File: src/rtl/ram_pkg.sv
// Shared types and constants for the simple-dual-port RAM and its clear engine.
package ram_pkg;

    typedef enum logic {
        ST_CLEAR = 1'b0,
        ST_IDLE  = 1'b1
    } clr_state_e;

    localparam int unsigned RDW_OLD = 0;
    localparam int unsigned RDW_NEW = 1;

endpackage : ram_pkg

File: src/rtl/ram_clear_ctrl.sv
// Clear engine: sweeps every address once after reset or on request,
// reporting busy for the whole sweep.
module ram_clear_ctrl
    import ram_pkg::*;
#(
    parameter int unsigned ADDR_WIDTH = 6
) (
    input  logic                  clk,
    input  logic                  rst,
    input  logic                  clr,
    output logic                  clr_we,
    output logic [ADDR_WIDTH-1:0] clr_addr,
    output logic                  busy
);

    localparam logic [ADDR_WIDTH-1:0] LAST_ADDR = '1;

    clr_state_e            state_q, state_d;
    logic [ADDR_WIDTH-1:0] cnt_q, cnt_d;
    logic                  busy_q, busy_d;

    // Next state: terminal detect at the last address, so cnt never wraps silently
    always_comb begin
        state_d = state_q;
        cnt_d   = cnt_q;
        busy_d  = busy_q;
        case (state_q)
            ST_CLEAR: begin
                cnt_d = cnt_q + ADDR_WIDTH'(1);
                if (cnt_q == LAST_ADDR) begin
                    state_d = ST_IDLE;
                    cnt_d   = '0;
                    busy_d  = 1'b0;
                end
            end
            ST_IDLE: begin
                if (clr) begin
                    state_d = ST_CLEAR;
                    cnt_d   = '0;
                    busy_d  = 1'b1;
                end
            end
            default: begin
                state_d = ST_CLEAR;
                cnt_d   = '0;
                busy_d  = 1'b1;
            end
        endcase
    end

    always_ff @(posedge clk) begin
        if (rst) begin
            state_q <= ST_CLEAR;
            cnt_q   <= '0;
            busy_q  <= 1'b1;
        end else begin
            state_q <= state_d;
            cnt_q   <= cnt_d;
            busy_q  <= busy_d;
        end
    end

    assign clr_we   = busy_q;
    assign clr_addr = cnt_q;
    assign busy     = busy_q;

endmodule : ram_clear_ctrl

File: src/rtl/ram_sdp_param.sv
// Parametrised simple-dual-port RAM with registered read, selectable
// read-during-write behaviour and a hardware clear sweep.
module ram_sdp_param
    import ram_pkg::*;
#(
    parameter int unsigned            DATA_WIDTH = 8,
    parameter int unsigned            ADDR_WIDTH = 6,
    parameter int unsigned            RDW_MODE   = RDW_OLD,
    parameter logic [DATA_WIDTH-1:0]  INIT_VALUE = '0
) (
    input  logic                  clk,
    input  logic                  rst,
    input  logic                  clr,
    input  logic                  we,
    input  logic [ADDR_WIDTH-1:0] write_addr,
    input  logic [DATA_WIDTH-1:0] data,
    input  logic                  re,
    input  logic [ADDR_WIDTH-1:0] read_addr,
    output logic [DATA_WIDTH-1:0] q,
    output logic                  rd_valid,
    output logic                  busy
);

    localparam int unsigned DEPTH = 1 << ADDR_WIDTH;

    logic                  clr_we;
    logic [ADDR_WIDTH-1:0] clr_addr;
    logic                  busy_int;

    logic                  mem_we_c;
    logic [ADDR_WIDTH-1:0] mem_waddr_c;
    logic [DATA_WIDTH-1:0] mem_wdata_c;

    logic [DATA_WIDTH-1:0] mem_q [DEPTH];
    logic [DATA_WIDTH-1:0] rdata_q, rdata_d;
    logic                  rd_valid_q, rd_valid_d;

    ram_clear_ctrl #(
        .ADDR_WIDTH(ADDR_WIDTH)
    ) u_clear_ctrl (
        .clk     (clk),
        .rst     (rst),
        .clr     (clr),
        .clr_we  (clr_we),
        .clr_addr(clr_addr),
        .busy    (busy_int)
    );

    // Write port: the sweep owns the port while busy, user writes are dropped
    always_comb begin
        mem_we_c    = 1'b0;
        mem_waddr_c = '0;
        mem_wdata_c = '0;
        if (!rst) begin
            if (clr_we) begin
                mem_we_c    = 1'b1;
                mem_waddr_c = clr_addr;
                mem_wdata_c = INIT_VALUE;
            end else if (we) begin
                mem_we_c    = 1'b1;
                mem_waddr_c = write_addr;
                mem_wdata_c = data;
            end
        end
    end

    always_ff @(posedge clk) begin
        if (mem_we_c) begin
            mem_q[mem_waddr_c] <= mem_wdata_c;
        end
    end

    // Read port: write-through bypass only in RDW_NEW mode on an address match
    always_comb begin
        rdata_d    = rdata_q;
        rd_valid_d = 1'b0;
        if (re && !busy_int) begin
            rd_valid_d = 1'b1;
            if ((RDW_MODE == RDW_NEW) && we && (write_addr == read_addr)) begin
                rdata_d = data;
            end else begin
                rdata_d = mem_q[read_addr];
            end
        end
    end

    always_ff @(posedge clk) begin
        if (rst) begin
            rdata_q    <= '0;
            rd_valid_q <= 1'b0;
        end else begin
            rdata_q    <= rdata_d;
            rd_valid_q <= rd_valid_d;
        end
    end

    assign q        = rdata_q;
    assign rd_valid = rd_valid_q;
    assign busy     = busy_int;

endmodule : ram_sdp_param

File: config.mk
export PLATFORM = sky130hd
export DESIGN_NAME = ram_sdp_param
export DESIGN_NICKNAME = d
export VERILOG_FILES = /design/src/rtl/ram_pkg.sv /design/src/rtl/ram_clear_ctrl.sv /design/src/rtl/ram_sdp_param.sv
export SDC_FILE = /design/constraint.sdc
export NUM_CORES = 1
export LEC_CHECK = 0
export BUFFER_PORTS_ARGS = -buffer_cell sky130_fd_sc_hd__buf_2
export CAP_MARGIN = 20
export CORE_MARGIN = 2
export CORE_UTILIZATION = 50
export DETAILED_ROUTE_END_ITERATION = 8
export MAX_ROUTING_LAYER = met4
export PLACE_DENSITY = 0.69
export SLEW_MARGIN = 20
export SYNTH_ARGS = -nofsm -noshare
export SYNTH_HDL_FRONTEND = slang
export SYNTH_SLANG_ARGS = --single-unit
File: constraint.sdc
create_clock -name clk -period 5.8 [get_ports clk]
set_input_delay 0.29 -clock clk [delete_from_list [all_inputs] [get_ports clk]]
set_output_delay 0.29 -clock clk [all_outputs]
set_load 0.005 [all_outputs]
[Word-level counts from Yosys, hierarchy flattened]
Memory sizes are Yosys's and may differ from the RTL's. A register that Yosys moved wholly into a read port is not among the register bits.
Cells that the tools add are included.
Storage, ports and cells
  register bits: 9
  latch bits: 0
  bits in writable memories: 512
  bits in read-only memories: 0
  output and inout bits: 10
  logic and storage cells: 34
  memories kept: 1
Operators by class
  add/sub/neg operators: 1
  $mul: 0
  divide/modulo/power cells: 0
  $lt $le $gt $ge: 0
  equality and inequality tests: 3
  shifts and indexed selects: 0
  multiplexer cells: 21
  bitwise operators: 1
  reduce and logical (&&, ||, !) cells: 3
Memories
  mem_q: words 64, width 8, rd ports 1, clocked after Yosys merged registers in 1, wr ports 1, RTL line ram_sdp_param.sv:34  | logic [DATA_WIDTH-1:0] mem_q [DEPTH];
Operators by type and width (number)
  $mux 6: 5
  $mux 8: 3
  $pmux 6 s2: 1
  $mux 1: 10
  $add 6x1->6 const B: 1
  $eq 6x6->1 const B: 1
  $pmux 1 s2: 2
  $ne 2x1->1 const B: 1
  $ne 2x2->1 const B: 1
  $reduce_and 2->1: 1
  $logic_and 1x1->1: 1
  $logic_not 1->1: 1
  $not 1->1: 1

[Longest topological paths before layout]
Gate-level depths: netlist of the first run.
  word-level depth: 5
  mapped depth: 9
  mapped depth without buffers: 6

[Cells and area by module]
From an unflattened synthesis of the first run, not the netlist that was laid out.
Second synthesis, totals
  cells, all modules: 1122
  area, all modules: 20861.3 um^2
By module, submodules not included
  ram_sdp_param: times used 1, cells an instance 1076, area each 20472.1 um^2
  ram_clear_ctrl: times used 1, cells an instance 46, area each 389.1 um^2

[Least setup slack after synthesis of the first run]
OpenSTA, ideal clock, no wires.
  path type: register -> register
  from: register u_clear_ctrl.busy_q, in the netlist u_clear_ctrl.busy
  to: memory mem_q[0][0] (enable)
  library setup time: 370 ps
  data arrival time: 2076 ps
  data required time: 5430 ps
  path slack: 3353 ps
  cell stages (with the launch flop): 7
  buffers on the path: 1
  clock period less this slack: 2447 ps
  path through: dfxtp_1 > clkbuf_1 > nand3b_1 > a21oi_1 > or3_1 > or3_1 > nor2_1
On the way
  word-level cells in the longest chain between the ends: 4
  elaborated cells between the ends (all ways): 6
RTL lines
  from (decl): RTL line ram_clear_ctrl.sv:20  | logic busy_q, busy_d;
  from (signal assigned): RTL line ram_clear_ctrl.sv:59  | busy_q <= busy_d;
  $mux 1: RTL line ram_sdp_param.sv:55  | if (clr_we) begin
  $mux 1: RTL line ram_sdp_param.sv:54  | if (!rst) begin
  $mux 1: RTL line ram_sdp_param.sv:68  | if (mem_we_c) begin
  $mux 1 (implied by the code): RTL line ram_sdp_param.sv:69  | mem_q[mem_waddr_c] <= mem_wdata_c;
  to (decl): RTL line ram_sdp_param.sv:34
Several ways; a longest one is shown, not always the timed one.

[Final worst setup path of the first run]
  from: register u_clear_ctrl.busy_q, in the netlist u_clear_ctrl.busy
  to: memory mem_q[21][0] (enable)
The elaborated chain is that of the path after synthesis.

==> flow_summary.json, run 1 <==
{
  "period_needed_ps": 3430,
  "hp-class": "in2reg",
  "drc": 0,
  "tightest_slew_ps": 1090,
  "path_max_fanout": 20,
  "p_per_area_nw_per_um2": 323,
  "grt_pass1_wl_um": 67000,
  "crit_start": "u_clear_ctrl.busy",
  "critPathLaunchType": "register",
  "grt_max_degree": 92,
  "fp-row-count": 74,
  "whs_ps": 39.8,
  "setup_slack_ps": 2370,
  "via_count": 10417,
  "io_buffers": 34,
  "fin_skew_ps": 27.8,
  "rsz0062_at_grt": "false",
  "root_buffer": "clkbuf_16",
  "seq_area_frac_synth": 0.752,
  "antenna_found_initial": 0,
  "synthCells": 1081,
  "avgSynthCellArea_um2": 19.3,
  "drive_gt1_frac": 0.222,
  "fin_crit_sh": 0.592,
  "wl_per_cell_um": 26.8,
  "cts.path.max_buffers": 3,
  "hold_start": "re",
  "cts_tree": "yes",
  "max_cap_violations": 0,
  "hold_viol_final": 0,
  "preCtsSetupSlack_ps": 2290,
  "cts_buffers": 49,
  "clk_pin_slew_ps": 60,
  "yosysWarningCount": 0,
  "cts_sinks": 529,
  "irDropWorstVdd_v": 0.000256,
  "status": "complete, no violations",
  "insertion_delay_ps": 580,
  "grt_usage": 0.217,
  "drt_wl_total_um": 45400,
  "setup_tns_ps": 0,
  "required_ps": 6000,
  "yosysUniqueCellTypes": 48,
  "fmax_mhz": 291,
  "reg2reg_from": "u_clear_ctrl.busy",
  "p_leak_uw": 0.00817,
  "first_global_vias": 10065,
  "cp-end-kind": "register",
  "reg2reg_slack_ps": 2370,
  "areaGrowthSynthToFinish_pct": 10.8,
  "relSlewSlack": 0.270,
  "first_pass_iters": 7,
  "setup_viol_count_final": 0,
  "slew_violations": 0,
  "gr-total-overflow": 0,
  "synth_area_um2": 20900,
  "hpwl_um": 26900,
  "synth_ff_type": "edfxtp_1",
  "drt_iter0_drc": 1296,
  "ios": 35,
  "ys_ff_latch": 529,
  "cts-resized-gates": 0,
  "core-area_um2": 41000,
  "die_w_um": 208,
  "htreeDepth": 2,
  "finalNetCount": 1149,
  "utilization": 0.564,
  "initial_utilization": 0.509,
  "ys_async_sr_fraction": 0,
  "arrival_ps": 3630,
  "synth_edf_count": 512,
  "fp.dieH_um": 208,
  "place_congestion": 0.802,
  "postRouteAntennaNets": 0,
  "viasPerCell": 6.15,
  "dieArea_um2": 43400,
  "critPathKind": "reg2reg",
  "syn_nets": 1107
}
==> metal layers <==
metal	vias to the layer above	global-route usage	wire length (um)
met4	0	0.0553	881
met5	-	-	0
met1	5400	0.313	18800
li1	4498	-	-
met3	69	0.0338	3980
met2	450	0.329	21800
==> cell type report <==
type / count / area [um^2]
timing repair buffer: 51 / 313
fill: 2983 / 17900
multi-input combinational: 486 / 4890
inverter: 6 / 22.5
clock inverter: 16 / 111
sequential: 529 / 15700
antenna: 2 / 5.00
tap: 532 / 666
clock buffer: 73 / 1420
==> state kept, by name (all words and copies together), names as in the netlist <==
| name | cells |
|---|---|
| mem_q | 512 |
| q | 8 |
| rd_valid | 1 |
| u_clear_ctrl.busy | 1 |
| u_clear_ctrl.clr_addr | 6 |
| u_clear_ctrl.state_q | 1 |
==> placed cells by master, fill, tap and decap left out, drive strengths merged, types with 4 or more instances in the layout <==
master and n:
a21oi 25, a221o 7, a221oi 7, a22oi 14
and2 10, and4 8, buf 50, clkbuf 73
clkinv 12, dfxtp 17, edfxtp 512, inv 8
mux2 21, mux2i 65, mux4 105, nand2 39
nand3 34, nand3b 5, nand4 8, nor2 75
nor2b 5, nor3 4, o21ai 10, o221ai 4
or3 4
==> Yosys cell counts (4+ instances only) <==
cell | n | share of area
a21oi_1 | 25 | 0.0060
a221o_1 | 7 | 0.0034
a221oi_1 | 7 | 0.0029
a22oi_1 | 14 | 0.0050
and2_1 | 10 | 0.0030
and4_1 | 8 | 0.0034
buf_1 | 8 | 0.0014
buf_2 | 18 | 0.0043
buf_4 | 6 | 0.0022
clkbuf_1 | 25 | 0.0045
dfxtp_1 | 17 | 0.016
edfxtp_1 | 512 | 0.74
inv_1 | 5 | 0.00090
mux2_2 | 21 | 0.011
mux2i_1 | 65 | 0.031
mux4_2 | 105 | 0.11
nand2_1 | 39 | 0.0070
nand3_1 | 34 | 0.0081
nand3b_1 | 5 | 0.0018
nand4_1 | 8 | 0.0024
nor2_1 | 75 | 0.013
nor2b_1 | 5 | 0.0015
nor3_1 | 4 | 0.00096
o21ai_0 | 9 | 0.0022
o221ai_1 | 4 | 0.0017
or3_1 | 4 | 0.0012
==> worst max-delay path, stage by stage (launching register included) <==
cell and delay, ps:
dfxtp_1 800, clkinv_1 430, a21boi_0 330, nand3_1 540, nor2_1 950
==> stage by stage <==
step                      power, uW  std cells  cell area [um^2]
after detailed placement       4480       1603             21600
after floorplan                4410       1081             20900
after CTS                      7500       1693             23100
after global placement         4480       1603             21600
after global routing           7650       1693             23100
final                          7470       1695             23100
==> report_power, final <==
group / internal (uW) / switching [uW] / leakage [uW] / total, uW
logic: 109 / 150 / 0.00193 / 260
registers: 4140 / 4.49 / 0.00548 / 4140
clock network: 1740 / 1330 / 0.000752 / 3070
==> cells by family after synthesis <==
logic type	after synthesis	synth area share
AND/OR/NAND/NOR	205	0.0471
AO/OA/AOI/OAI	87	0.0284
buffers and inverters	66	0.0151
XOR/XNOR	2	0.000839
flip-flops	529	0.752
multiplexers	191	0.156
adder cells (fa/ha/maj)	1	0.000599
==> timing repair <==
item                                    CTS  global route
hold endpoints to repair                  1             0
setup buffers                             0             0
hold buffers                              1             0
endpoints found under the setup margin    0             0
==> final timing paths <==
kind	cells after the start	end
setup / recovery	4	mem_q[21][0]
hold / removal	2	rd_valid
setup reg to reg	4	mem_q[21][0]
hold reg to reg	2	u_clear_ctrl.clr_addr[5]
Power figures use the tool's default switching activity.
==> inputs of run 2 (changes only) <==
==> constraint.sdc (replaced) <==
create_clock -name clk -period 3.2 [get_ports clk]
set_input_delay 0.16 -clock clk [delete_from_list [all_inputs] [get_ports clk]]
set_output_delay 0.16 -clock clk [all_outputs]
set_load 0.005 [all_outputs]
==> run 2 against run 1 <==
- core utilization is 1.9 points higher
- clock skew is 15 ps lower
- maximum frequency is 30% higher
- wire length is 4.3% higher
- critical path type unchanged
- count of clock-buffer cells in the layout is 7 lower
- design area is 3.4% higher
- sequential power is 81% higher
- flip-flop and latch count stayed put
- clock power is 96% higher
==> flow_summary.json, run 2 (synthesized netlist as in run 1, its figures left out) <==
{
  "setup_viol_count_final": 0,
  "fin_crit_sh": 0.824,
  "period_needed_ps": 2640,
  "fp.dieH_um": 208,
  "areaGrowthSynthToFinish_pct": 14.5,
  "critPathTopFamily": "simple AND/OR/NAND/NOR gates",
  "tightest_slew_ps": 1110,
  "max_cap_violations": 0,
  "cts-resized-gates": 0,
  "cts_tree": "yes",
  "hpwl_um": 29600,
  "total_power_uw": 14000,
  "grt_pass1_wl_um": 70400,
  "holdPathEnd": "q[2]",
  "place_congestion": 0.913,
  "cts.path.max_buffers": 3,
  "first_global_vias": 10640,
  "finalNetCount": 1215,
  "top_register": "mem_q",
  "p_leak_uw": 0.00859,
  "drive_gt1_frac": 0.262,
  "path_max_fanout": 11,
  "ios": 35,
  "layout_commonest_cell": "edfxtp_1",
  "die_w_um": 208,
  "critPathMaxStageDelay_ps": 810,
  "crit_path_cell_trace": "buf_4, nand2_1, a21oi_1, o21ai_1, nor2_1",
  "reg2reg_from": "u_clear_ctrl.busy",
  "root_buffer": "clkbuf_16",
  "p_per_area_nw_per_um2": 586,
  "cp.buffers_inverters": 1,
  "drc": 0,
  "fp-row-count": 74,
  "wl_per_cell_um": 26.9,
  "fmax_mhz": 379,
  "fin_skew_ps": 12.4,
  "cts_sinks": 529,
  "cp-end-kind": "register",
  "rsz0062_at_grt": "false",
  "critPathLaunchType": "register",
  "antenna_found_initial": 1,
  "hold_start": "read_addr[5]",
  "crit_path_top_delay_cell": "nor2_1",
  "drt_wl_total_um": 47400,
  "whs_ps": 70.9,
  "drt_iter0_drc": 1477,
  "critPathKind": "reg2reg",
  "required_ps": 3410,
  "hp-class": "in2reg",
  "final_cell_mix": "512 x edfxtp_1, 105 x mux4_2, 75 x nor2_1",
  "largest_reg_flops": 512,
  "reg2reg_slack_ps": 560,
  "slew_violations": 0,
  "hold_viol_final": 0,
  "via_count": 10794,
  "postRouteAntennaNets": 0,
  "first_pass_iters": 6,
  "htreeDepth": 2,
  "io_buffers": 34,
  "dieArea_um2": 43400,
  "relSlewSlack": 0.260,
  "whs_path_depth": 3,
  "irDropWorstVdd_v": 0.000351,
  "cts_buffers": 51,
  "insertion_delay_ps": 590,
  "r2r_end": "mem_q[33][1]",
  "status": "complete, no violations",
  "initial_utilization": 0.509,
  "clk_pin_slew_ps": 60,
  "grt_usage": 0.229,
  "grt_max_degree": 65,
  "gr-total-overflow": 0,
  "setup_tns_ps": 0,
  "core-area_um2": 41000,
  "reg2reg_depth": 5,
  "viasPerCell": 6.13,
  "arrival_ps": 2850
}
==> run 2: changes by cell type in the layout (fill, tap and decap cells not counted), sizes merged <==
cell / before / now
buf: 50 / 112
clkinv: 12 / 17
clkbuf: 73 / 66
inv: 8 / 5
bufinv: 1 / 6
clkinvlp: 1 / 5
dlygate4sd3: 1 / 3
diode: 2 / 1
==> run 2: layout make-up <==
class,count,area [um^2]
fill,2978,17100
sequential,529,15700
multi-input combinational,486,4890
clock buffer,66,1380
timing repair buffer,115,961
tap,532,666
clock inverter,27,290
inverter,6,22.5
antenna,1,2.50
==> run 2: repair_timing <==
item                                   CTS  global route
endpoints found under the hold margin    9             0
hold buffers                             3             0
setup buffers                            0             0
==> run 2: where the power goes <==
group	leakage, uW	total [uW]	internal [uW]	switching [uW]
Clock	0.000796	6020	3510	2510
Sequential	0.00548	7510	7500	9.14
Combinational	0.00231	499	217	282
==> run 2: per-stage QoR <==
stage	worst slack, ps	std cells	utilization	area (um^2)
4_1_cts	387	1761	0.583	23900
6_report	562	1762	0.583	23900
2_1_floorplan	753	1081	-	20900
3_3_place_gp	396	1665	0.541	22200
5_1_grt	393	1762	0.583	23900
3_5_place_dp	393	1665	0.542	22200
==> run 2: worst max-delay path by stage <==
stage	cells past startpoint	slack (ps)	from	end
2_1_floorplan	6	750	u_clear_ctrl.busy	mem_q[0][0]
3_3_place_gp	7	400	read_addr[0]	q[1]
3_5_place_dp	5	390	u_clear_ctrl.busy	q[2]
4_1_cts	5	390	u_clear_ctrl.busy	q[2]
5_1_grt	5	390	u_clear_ctrl.busy	mem_q[33][2]
6_report	5	560	u_clear_ctrl.busy	mem_q[33][1]
==> run 2: worst register-to-register path, cell delays in order, from the launching register on <==
cell     delay [ps]
dfxtp_1         460
buf_4           250
nand2_1          80
a21oi_1         250
o21ai_1         410
nor2_1          810
==> run 2: layer usage <==
metal,global-route usage,part of all wire,up-vias
met5,-,0,-
met4,0.0809,0.029,0
met3,0.0438,0.095,84
met2,0.329,0.46,545
met1,0.331,0.42,5538
li1,-,-,4627
